===== config.mk =====
export PLATFORM = sky130hd
export DESIGN_NAME = nios_nios2_qsys_0_div_cell_flat
export DESIGN_NICKNAME = d
export VERILOG_FILES = /design/src/rtl/nios_nios2_qsys_0_div_cell_if.sv /design/src/rtl/nios_nios2_qsys_0_div_cell.sv /design/src/flat_wrapper.sv
export SDC_FILE = /design/constraint.sdc
export NUM_CORES = 1
export LEC_CHECK = 0
export BUFFER_PORTS_ARGS = -buffer_cell sky130_fd_sc_hd__clkbuf_2
export CAP_MARGIN = 20
export CORE_MARGIN = 2
export CORE_UTILIZATION = 40
export CTS_CLUSTER_DIAMETER = 60
export DETAILED_ROUTE_END_ITERATION = 10
export PLACE_DENSITY_LB_ADDON = 0.05
export SLEW_MARGIN = 10
export SYNTH_ARGS = -nofsm -noshare
export SYNTH_HDL_FRONTEND = slang
export SYNTH_SLANG_ARGS = --single-unit

===== constraint.sdc =====
create_clock -name clk -period 15.48 [get_ports clk]
set_input_delay 0.774 -clock clk [delete_from_list [all_inputs] [get_ports clk]]
set_output_delay 0.774 -clock clk [all_outputs]
set_load 0.01 [all_outputs]

===== src/rtl/nios_nios2_qsys_0_div_cell_if.sv =====
// Issue/result bundle between the M-stage stall logic and the divide cell.
interface nios_nios2_qsys_0_div_cell_if #(
   parameter int unsigned DATA_WIDTH = 32
);
   logic                  M_div_start;
   logic                  M_div_signed;
   logic                  M_div_want_rem;
   logic [DATA_WIDTH-1:0] M_div_src1;
   logic [DATA_WIDTH-1:0] M_div_src2;
   logic [DATA_WIDTH-1:0] M_div_cell_result;
   logic                  M_div_busy;
   logic                  M_div_done;

   modport master (
      output M_div_start, M_div_signed, M_div_want_rem, M_div_src1, M_div_src2,
      input  M_div_cell_result, M_div_busy, M_div_done
   );

   modport slave (
      input  M_div_start, M_div_signed, M_div_want_rem, M_div_src1, M_div_src2,
      output M_div_cell_result, M_div_busy, M_div_done
   );
endinterface


===== src/rtl/nios_nios2_qsys_0_div_cell.sv =====
// Iterative radix-2 restoring divider: quotient or remainder, signed or unsigned,
// one quotient bit per clock, fixed latency.
module nios_nios2_qsys_0_div_cell #(
   parameter int unsigned DATA_WIDTH = 32
) (
   input  logic                          clk,
   input  logic                          reset,
   nios_nios2_qsys_0_div_cell_if.slave   div
);
   localparam int unsigned CNT_W = $clog2(DATA_WIDTH);
   localparam int unsigned W     = DATA_WIDTH;

   typedef enum logic [1:0] {S_IDLE, S_CALC, S_FIX, S_DONE} state_t;

   state_t          state, state_nxt;
   logic            busy_q, done_q, busy_nxt, done_nxt;
   logic [W-1:0]    r_q, q_q, d_q, src1_q, result_q;
   logic [CNT_W-1:0] cnt_q;
   logic            neg_q_q, neg_r_q, dz_q, want_rem_q;

   logic            accept_c;
   logic            sign1_c, sign2_c;
   logic [W-1:0]    abs1_c, abs2_c;
   logic [W:0]      r_sh_c;
   logic            ge_c;
   logic [W-1:0]    r_sub_c, q_fix_c, r_fix_c;

   assign accept_c = ((state == S_IDLE) || (state == S_DONE)) && div.M_div_start;

   // State register
   always_ff @(posedge clk or posedge reset) begin
      if (reset) state <= S_IDLE;
      else       state <= state_nxt;
   end

   // Next-state logic
   always_comb begin
      state_nxt = state;
      unique case (state)
         S_IDLE: if (accept_c) state_nxt = S_CALC;
         S_CALC: if (cnt_q == '0) state_nxt = S_FIX;
         S_FIX:  state_nxt = S_DONE;
         S_DONE: state_nxt = accept_c ? S_CALC : S_IDLE;
         default: state_nxt = S_IDLE;
      endcase
   end

   // Output decode, registered below so busy/done come straight from flops
   always_comb begin
      busy_nxt = 1'b0;
      done_nxt = 1'b0;
      unique case (state_nxt)
         S_CALC, S_FIX: busy_nxt = 1'b1;
         S_DONE:        done_nxt = 1'b1;
         default: ;
      endcase
   end

   always_ff @(posedge clk or posedge reset) begin
      if (reset) begin
         busy_q <= 1'b0;
         done_q <= 1'b0;
      end else begin
         busy_q <= busy_nxt;
         done_q <= done_nxt;
      end
   end

   // Operand magnitudes; abs of the most negative value wraps to itself, which is
   // the correct unsigned magnitude.
   always_comb begin
      sign1_c = div.M_div_signed & div.M_div_src1[W-1];
      sign2_c = div.M_div_signed & div.M_div_src2[W-1];
      abs1_c  = sign1_c ? W'(-div.M_div_src1) : div.M_div_src1;
      abs2_c  = sign2_c ? W'(-div.M_div_src2) : div.M_div_src2;
   end

   // One restoring step; R stays below the divisor so only the shifted value needs W+1 bits
   always_comb begin
      r_sh_c  = {r_q, q_q[W-1]};
      ge_c    = (r_sh_c >= {1'b0, d_q});
      r_sub_c = W'(r_sh_c - {1'b0, d_q});
   end

   always_comb begin
      q_fix_c = neg_q_q ? W'(-q_q) : q_q;
      r_fix_c = neg_r_q ? W'(-r_q) : r_q;
      if (dz_q) begin
         q_fix_c = '1;
         r_fix_c = src1_q;
      end
   end

   always_ff @(posedge clk or posedge reset) begin
      if (reset) begin
         r_q        <= '0;
         q_q        <= '0;
         d_q        <= '0;
         src1_q     <= '0;
         result_q   <= '0;
         cnt_q      <= '0;
         neg_q_q    <= 1'b0;
         neg_r_q    <= 1'b0;
         dz_q       <= 1'b0;
         want_rem_q <= 1'b0;
      end else if (accept_c) begin
         r_q        <= '0;
         q_q        <= abs1_c;
         d_q        <= abs2_c;
         src1_q     <= div.M_div_src1;
         cnt_q      <= CNT_W'(DATA_WIDTH - 1);
         neg_q_q    <= sign1_c ^ sign2_c;
         neg_r_q    <= sign1_c;
         dz_q       <= (div.M_div_src2 == '0);
         want_rem_q <= div.M_div_want_rem;
      end else if (state == S_CALC) begin
         r_q   <= ge_c ? r_sub_c : r_sh_c[W-1:0];
         q_q   <= {q_q[W-2:0], ge_c};
         if (cnt_q != '0) cnt_q <= cnt_q - CNT_W'(1);
      end else if (state == S_FIX) begin
         result_q <= want_rem_q ? r_fix_c : q_fix_c;
      end
   end

   assign div.M_div_cell_result = result_q;
   assign div.M_div_busy        = busy_q;
   assign div.M_div_done        = done_q;
endmodule


===== src/flat_wrapper.sv =====
// flat-port wrapper written by rule: the top's interface ports become plain ports
module nios_nios2_qsys_0_div_cell_flat 
#(
   parameter int unsigned DATA_WIDTH = 32
)
  (clk, reset, div_M_div_start, div_M_div_signed, div_M_div_want_rem, div_M_div_src1, div_M_div_src2, div_M_div_cell_result, div_M_div_busy, div_M_div_done);
  nios_nios2_qsys_0_div_cell_if #(.DATA_WIDTH(DATA_WIDTH)) div_i ();
  input  logic clk;
  input  logic reset;
  input wire logic [$bits(div_i.M_div_start)-1:0] div_M_div_start;
  input wire logic [$bits(div_i.M_div_signed)-1:0] div_M_div_signed;
  input wire logic [$bits(div_i.M_div_want_rem)-1:0] div_M_div_want_rem;
  input wire logic [$bits(div_i.M_div_src1)-1:0] div_M_div_src1;
  input wire logic [$bits(div_i.M_div_src2)-1:0] div_M_div_src2;
  output wire logic [$bits(div_i.M_div_cell_result)-1:0] div_M_div_cell_result;
  output wire logic [$bits(div_i.M_div_busy)-1:0] div_M_div_busy;
  output wire logic [$bits(div_i.M_div_done)-1:0] div_M_div_done;
  assign div_i.M_div_start = div_M_div_start;
  assign div_i.M_div_signed = div_M_div_signed;
  assign div_i.M_div_want_rem = div_M_div_want_rem;
  assign div_i.M_div_src1 = div_M_div_src1;
  assign div_i.M_div_src2 = div_M_div_src2;
  assign div_M_div_cell_result = div_i.M_div_cell_result;
  assign div_M_div_busy = div_i.M_div_busy;
  assign div_M_div_done = div_i.M_div_done;
  nios_nios2_qsys_0_div_cell #(.DATA_WIDTH(DATA_WIDTH)) u_core (.clk(clk), .reset(reset), .div(div_i));
endmodule

After elaboration in Yosys (flattened, before gate mapping)
Index checks and enable logic that the tools add are counted.
Widths: inputs -> output; s select.

cells by class
  add/subtract/negate cells = 6
  multipliers = 0
  divide/modulo/power cells = 0
  magnitude comparators = 1
  equal/unequal tests = 6
  shifts and indexed selects = 0
  muxes and demuxes = 21
  bitwise gates (word level) = 5
  reductions and logical operators = 11

operators with widths
  kind                 count
  $mux 32              12
  $neg 32->32          4
  $ge 33x32->1         1
  $logic_not 32->1     1
  $sub 32x32->32       1
  $mux 5               3
  $eq 2x2->1 const B   4
  $pmux 2 s4           1
  $logic_not 5->1      1
  $reduce_bool 5->1    1
  $sub 5x1->5 const B  1
  $eq 2x1->1 const B   2
  $mux 2               2
  $reduce_bool 2->1    2
  $mux 1               3
  $reduce_and 3->1     1
  $and 1x1->1          2
  $logic_not 2->1      1
  $not 1->1            2
  $reduce_and 2->1     1
  $reduce_or 2->1      1
  $logic_and 1x1->1    1
  $logic_or 1x1->1     1
  $xor 1x1->1          1

storage, ports and cells
  flip-flop bits (word level) = 173
  bits in latches = 0
  bits in writable memories = 0
  ROM bits = 0
  input bits = 69
  output and inout bits = 34
  word-level logic and storage cells = 63
  memories = 0

Depth between registers and ports, before layout
  word-level depth = 8
  depth in mapped cells = 12
  gate-level depth less buffers = 12

Worst setup path after synthesis
No wires, ideal clock.

  kind = reg-to-reg
  start point = register u_core.r_q[7]
  end point = register u_core.r_q[26]
  library setup time = 0.084 ns
  arrival time = 2.891 ns
  data required time = 15.396 ns
  path slack = 12.506 ns
  stages on the path, launching flop included = 11
  buffers on the path = 1
  period minus slack after synthesis = 2.974 ns
  cell sequence = dfrtp_1 > ha_1 > a211oi_1 > nor2_1 > a311o_1 > o31ai_1 > a211o_1 > nand2_1 > buf_1 > o2bb2a_1 > o21ai_0

on the way
  cells in the longest elaborated chain, start to end = 4
  elaborated cells between the ends (all ways) = 5
  classes of those cells = add/sub: 1; order compare: 1; mux: 3

RTL lines
  item                                            line                                                                source
  from (decl)                                     nios_nios2_qsys_0_div_cell.sv:17                                    logic [W-1:0] r_q, q_q, d_q, src1_q, result_q;
  from (signal assigned)                          nios_nios2_qsys_0_div_cell.sv:117                                   r_q <= ge_c ? r_sub_c : r_sh_c[W-1:0];
  $sub 32x32->32 or $ge 33x32->1 (tied branches)  nios_nios2_qsys_0_div_cell.sv:82, nios_nios2_qsys_0_div_cell.sv:81
  $mux 32 *                                       nios_nios2_qsys_0_div_cell.sv:117
  $mux 32 *                                       nios_nios2_qsys_0_div_cell.sv:116                                   end else if (state == S_CALC) begin
  $mux 32 *                                       nios_nios2_qsys_0_div_cell.sv:106                                   end else if (accept_c) begin

Every way passes the cells marked *; elsewhere a longest branch is shown, timed or not. The select of a mux whose other input is x is not followed.
A chain may end at the register's enable or synchronous reset.

Final worst setup path
  start point = register u_core.r_q[27]
  end point = register u_core.r_q[0]

on the way
  cells in the longest elaborated chain, start to end = 4

RTL lines
  item          line                               source
  $ge 33x32->1  nios_nios2_qsys_0_div_cell.sv:81   ge_c = (r_sh_c >= {1'b0, d_q});
  $mux 32       nios_nios2_qsys_0_div_cell.sv:117
  $mux 32       nios_nios2_qsys_0_div_cell.sv:116
  $mux 32       nios_nios2_qsys_0_div_cell.sv:106

No other way between the ends. The select of a mux whose other input is x is not followed.

==> run summary <==
outcome: finished, final reports clean
Vias: 10700
final WL: 35020 um
Pleak: 5.966 nW
Post-DRT Antenna Nets: 0
root buffer cell: clkbuf_16
first-pass GRT wire length: 56680 um
Std-Cell Rows: 63
post-synth cell types: 67
Syn Inst Count: 1455
Seq/Total Area, Yosys: 0.3579
CP endpoint kind: flop
Post-synth ARST share: 1.000
fin. max-slew vios: 0
# DRC: 0
DRT Pass-1 Iters: 7
die area: 31640 um^2
Min Clock Period, post-route: 3.700 ns
share of cells above drive strength 1: 0.1178
# Max-Cap Violations: 0
Worst Clk Skew: 0.01739 ns
# resized after CTS: 0
initial antenna violation count: 0
overflow left after global routing: 0
WL per Instance: 18.34 um
Clock Tree Buf Depth: 2
Area Growth Syn to Fin: 11.60%
Final Net Count: 1620
Post-Syn Nets: 1567
cell repeated most along the worst path: a21oi_1
Worst Tran Pin Value: 0.9956 ns
HPWL Detailed: 25630 um
post-placement cell count: 1878
Crit path buffers/inverters: 1
critical path type: flop to flop
largest net degree at the start of global routing: 96
CTS tree: built
Max-slew headroom: 0.3363
Worst path slowest cell: a221oi_1
top cell family by delay on the critical path: compound AO/OA/AOI/OAI gates
I/O Buffers: 102
die height: 177.9 um
crit-path cells: ha_1 > a21oi_1 > o21ai_0 > a21oi_1 > o21bai_1 > a221oi_1 > nand2_1 > buf_4 > mux2_2 > a21oi_1
worst vdd ir: 0.08779 mV
Chip Width: 177.9 um
postcts setup bufs: 0
Synth Register Bits: 173
Fin. Hold Viols: 0
mean post-synth cell area: 8.313 um^2
vias per std cell: 5.603
WP data required: 15.83 ns
Antenna Cells: 0
core footprint: 29720 um^2
post-synth top area share: 0.3579
clk sink count: 173
Placer Congestion: 0.8797
Clock transition at path regs: 0.08 ns
number of global-route vias before repair: 10490
final worst slack: 11.78 ns
max frequency: 0.2703 GHz
CP Max Fanout: 25
Synth Cell Area: 12100 um^2
PD cells: 214.5 nW/um^2
Worst path max stage delay: 0.78 ns
largest area contributor in the netlist: dfrtp_1
# setup viols final: 0
fin crit share: 0.2390
Primary FF master, synth: dfrtp_1
dominant cells by area after synthesis: dfrtp_1 (36%), nand2_1 (7.1%), o21ai_0 (7.0%)
Ports: 103
Startpoint Class: flop
# hold bufs at CTS: 0
Hold Path Class: flop to flop
Post-Route Setup TNS: 0 ns
number of buffers created by CTS: 17
non-filler cells, final: 1909
crit path DAT: 4.05 ns
GRT Total Usage: 0.2281
H-tree Lvls: 4
dpl ws: 11.87 ns
initial core utilization: 0.4070
synth warn: 0
Detailed Route Iter0 Violations: 758
Post-synth EDFFs: 0
RSZ-0062 raised after global routing: false
worst-skew pair later-pin latency: 0.44 ns
## area by class of cell
type	count	area, um^2
fill	3041	16220
multi-input combinational	1123	7198
sequential	173	4329
timing repair buffer	112	613.1
tap	390	488.0
clock buffer	19	452.9
inverter	81	309.0
clock inverter	11	107.6
## flip-flops by register name, summed over array words and instances, names as in the netlist, 2 cells and up
name and cells:
u_core.r_q 32, u_core.src1_q 32, u_core.d_q 32, u_core.div.M_div_cell_result 32, u_core.cnt_q 5, u_core.state 2, u_core.q_q 32
## cells in the mapped netlist, drive strengths merged (8+ instances only)
| master | number |
|---|---|
| o21ai | 169 |
| inv | 80 |
| xnor2 | 81 |
| nand2 | 229 |
| o41ai | 19 |
| mux2i | 48 |
| a21oi | 91 |
| nor2 | 75 |
| xor2 | 63 |
| nor2b | 14 |
| ha | 42 |
| a211oi | 14 |
| clkbuf | 70 |
| a31oi | 12 |
| dfrtp | 173 |
| a21o | 16 |
| nor4 | 10 |
| nand2b | 9 |
| or3 | 14 |
| a221oi | 10 |
| or4 | 17 |
| buf | 8 |
| nand3 | 29 |
| nor3 | 19 |
| o31ai | 34 |
| o221ai | 17 |
## layer usage
layer / vias up / GRT usage / part of all wire
li1: 5260 / - / -
met1: 5209 / 0.3195 / 0.48
met5: - / 0 / 0
met2: 204 / 0.3750 / 0.47
met4: 0 / 0.04645 / 0.012
met3: 23 / 0.03171 / 0.035
## worst min-delay path, delay by kind of cell, from the launching register on
family | cells | cell delay (ns)
flip-flops | 1 | 0.34
AND/OR/NAND/NOR | 2 | 0.10
## logic make-up (layout without fill, tap and decap cells)
logic type      Yosys count  in the layout  synth area share
xor+xnor                144            144            0.1043
compound gates          431            431            0.2232
mux                      55             55           0.04624
flops                   173            173            0.3579
simple gates            450            450            0.1738
fa+ha+maj                43             43           0.04510
buf+inv                 159            223           0.04945
## per-stage QoR
stage                     power [mW]  hold WS [ns]  area, um^2  utilization
after floorplan                2.046        0.4369       12100            -
after global placement         2.476        0.4529       12890       0.4339
after detailed placement       2.475        0.4531       12910       0.4344
after CTS                      2.915        0.4718       13470       0.4533
after global routing           3.158        0.4984       13500       0.4542
final                          2.896        0.4707       13500       0.4542
## cells in the final DEF (no fill, tap or decap), drive strengths merged, types with 6 or more instances in the layout
cell type | netlist | layout
a211oi | 14 | 14
a21o | 16 | 16
a21oi | 91 | 91
a221oi | 10 | 10
a31oi | 12 | 12
and3 | 6 | 6
buf | 8 | 10
clkbuf | 70 | 121
dfrtp | 173 | 173
ha | 42 | 42
inv | 80 | 84
mux2 | 7 | 7
mux2i | 48 | 48
nand2 | 229 | 229
nand2b | 9 | 9
nand3 | 29 | 29
nand4 | 7 | 7
nor2 | 75 | 75
nor2b | 14 | 14
nor3 | 19 | 19
nor4 | 10 | 10
o21ai | 169 | 169
o221ai | 17 | 17
o31ai | 34 | 34
o41ai | 19 | 19
or3 | 14 | 14
or4 | 17 | 17
xnor2 | 81 | 81
xor2 | 63 | 63
## report_power, final
| group | internal (mW) | total (mW) | switching (mW) |
|---|---|---|---|
| clock | 0.230 | 0.428 | 0.198 |
| sequential | 0.621 | 0.832 | 0.211 |
| combinational | 0.672 | 1.64 | 0.963 |
| total | 1.52 | 2.90 | 1.37 |
## final timing paths
path | startpoint | end | slack [ns] | depth (start not counted)
max | u_core.r_q[27]$_DFFE_PP0P_ | u_core.r_q[0]$_DFFE_PP0P_ | 11.78 | 10
min | u_core.src1_q[22]$_DFFE_PP0P_ | u_core.src1_q[22]$_DFFE_PP0P_ | 0.47 | 2
max reg2reg | u_core.r_q[27]$_DFFE_PP0P_ | u_core.r_q[0]$_DFFE_PP0P_ | 11.78 | 10
min reg2reg | u_core.src1_q[22]$_DFFE_PP0P_ | u_core.src1_q[22]$_DFFE_PP0P_ | 0.47 | 2
max in group asynchronous | reset | u_core.q_q[31]$_DFFE_PP0P_ | 13.68 | 4
min in group asynchronous | reset | u_core.cnt_q[4]$_DFFE_PP0P_ | 0.51 | 2
Power figures use the tool's default switching activity.
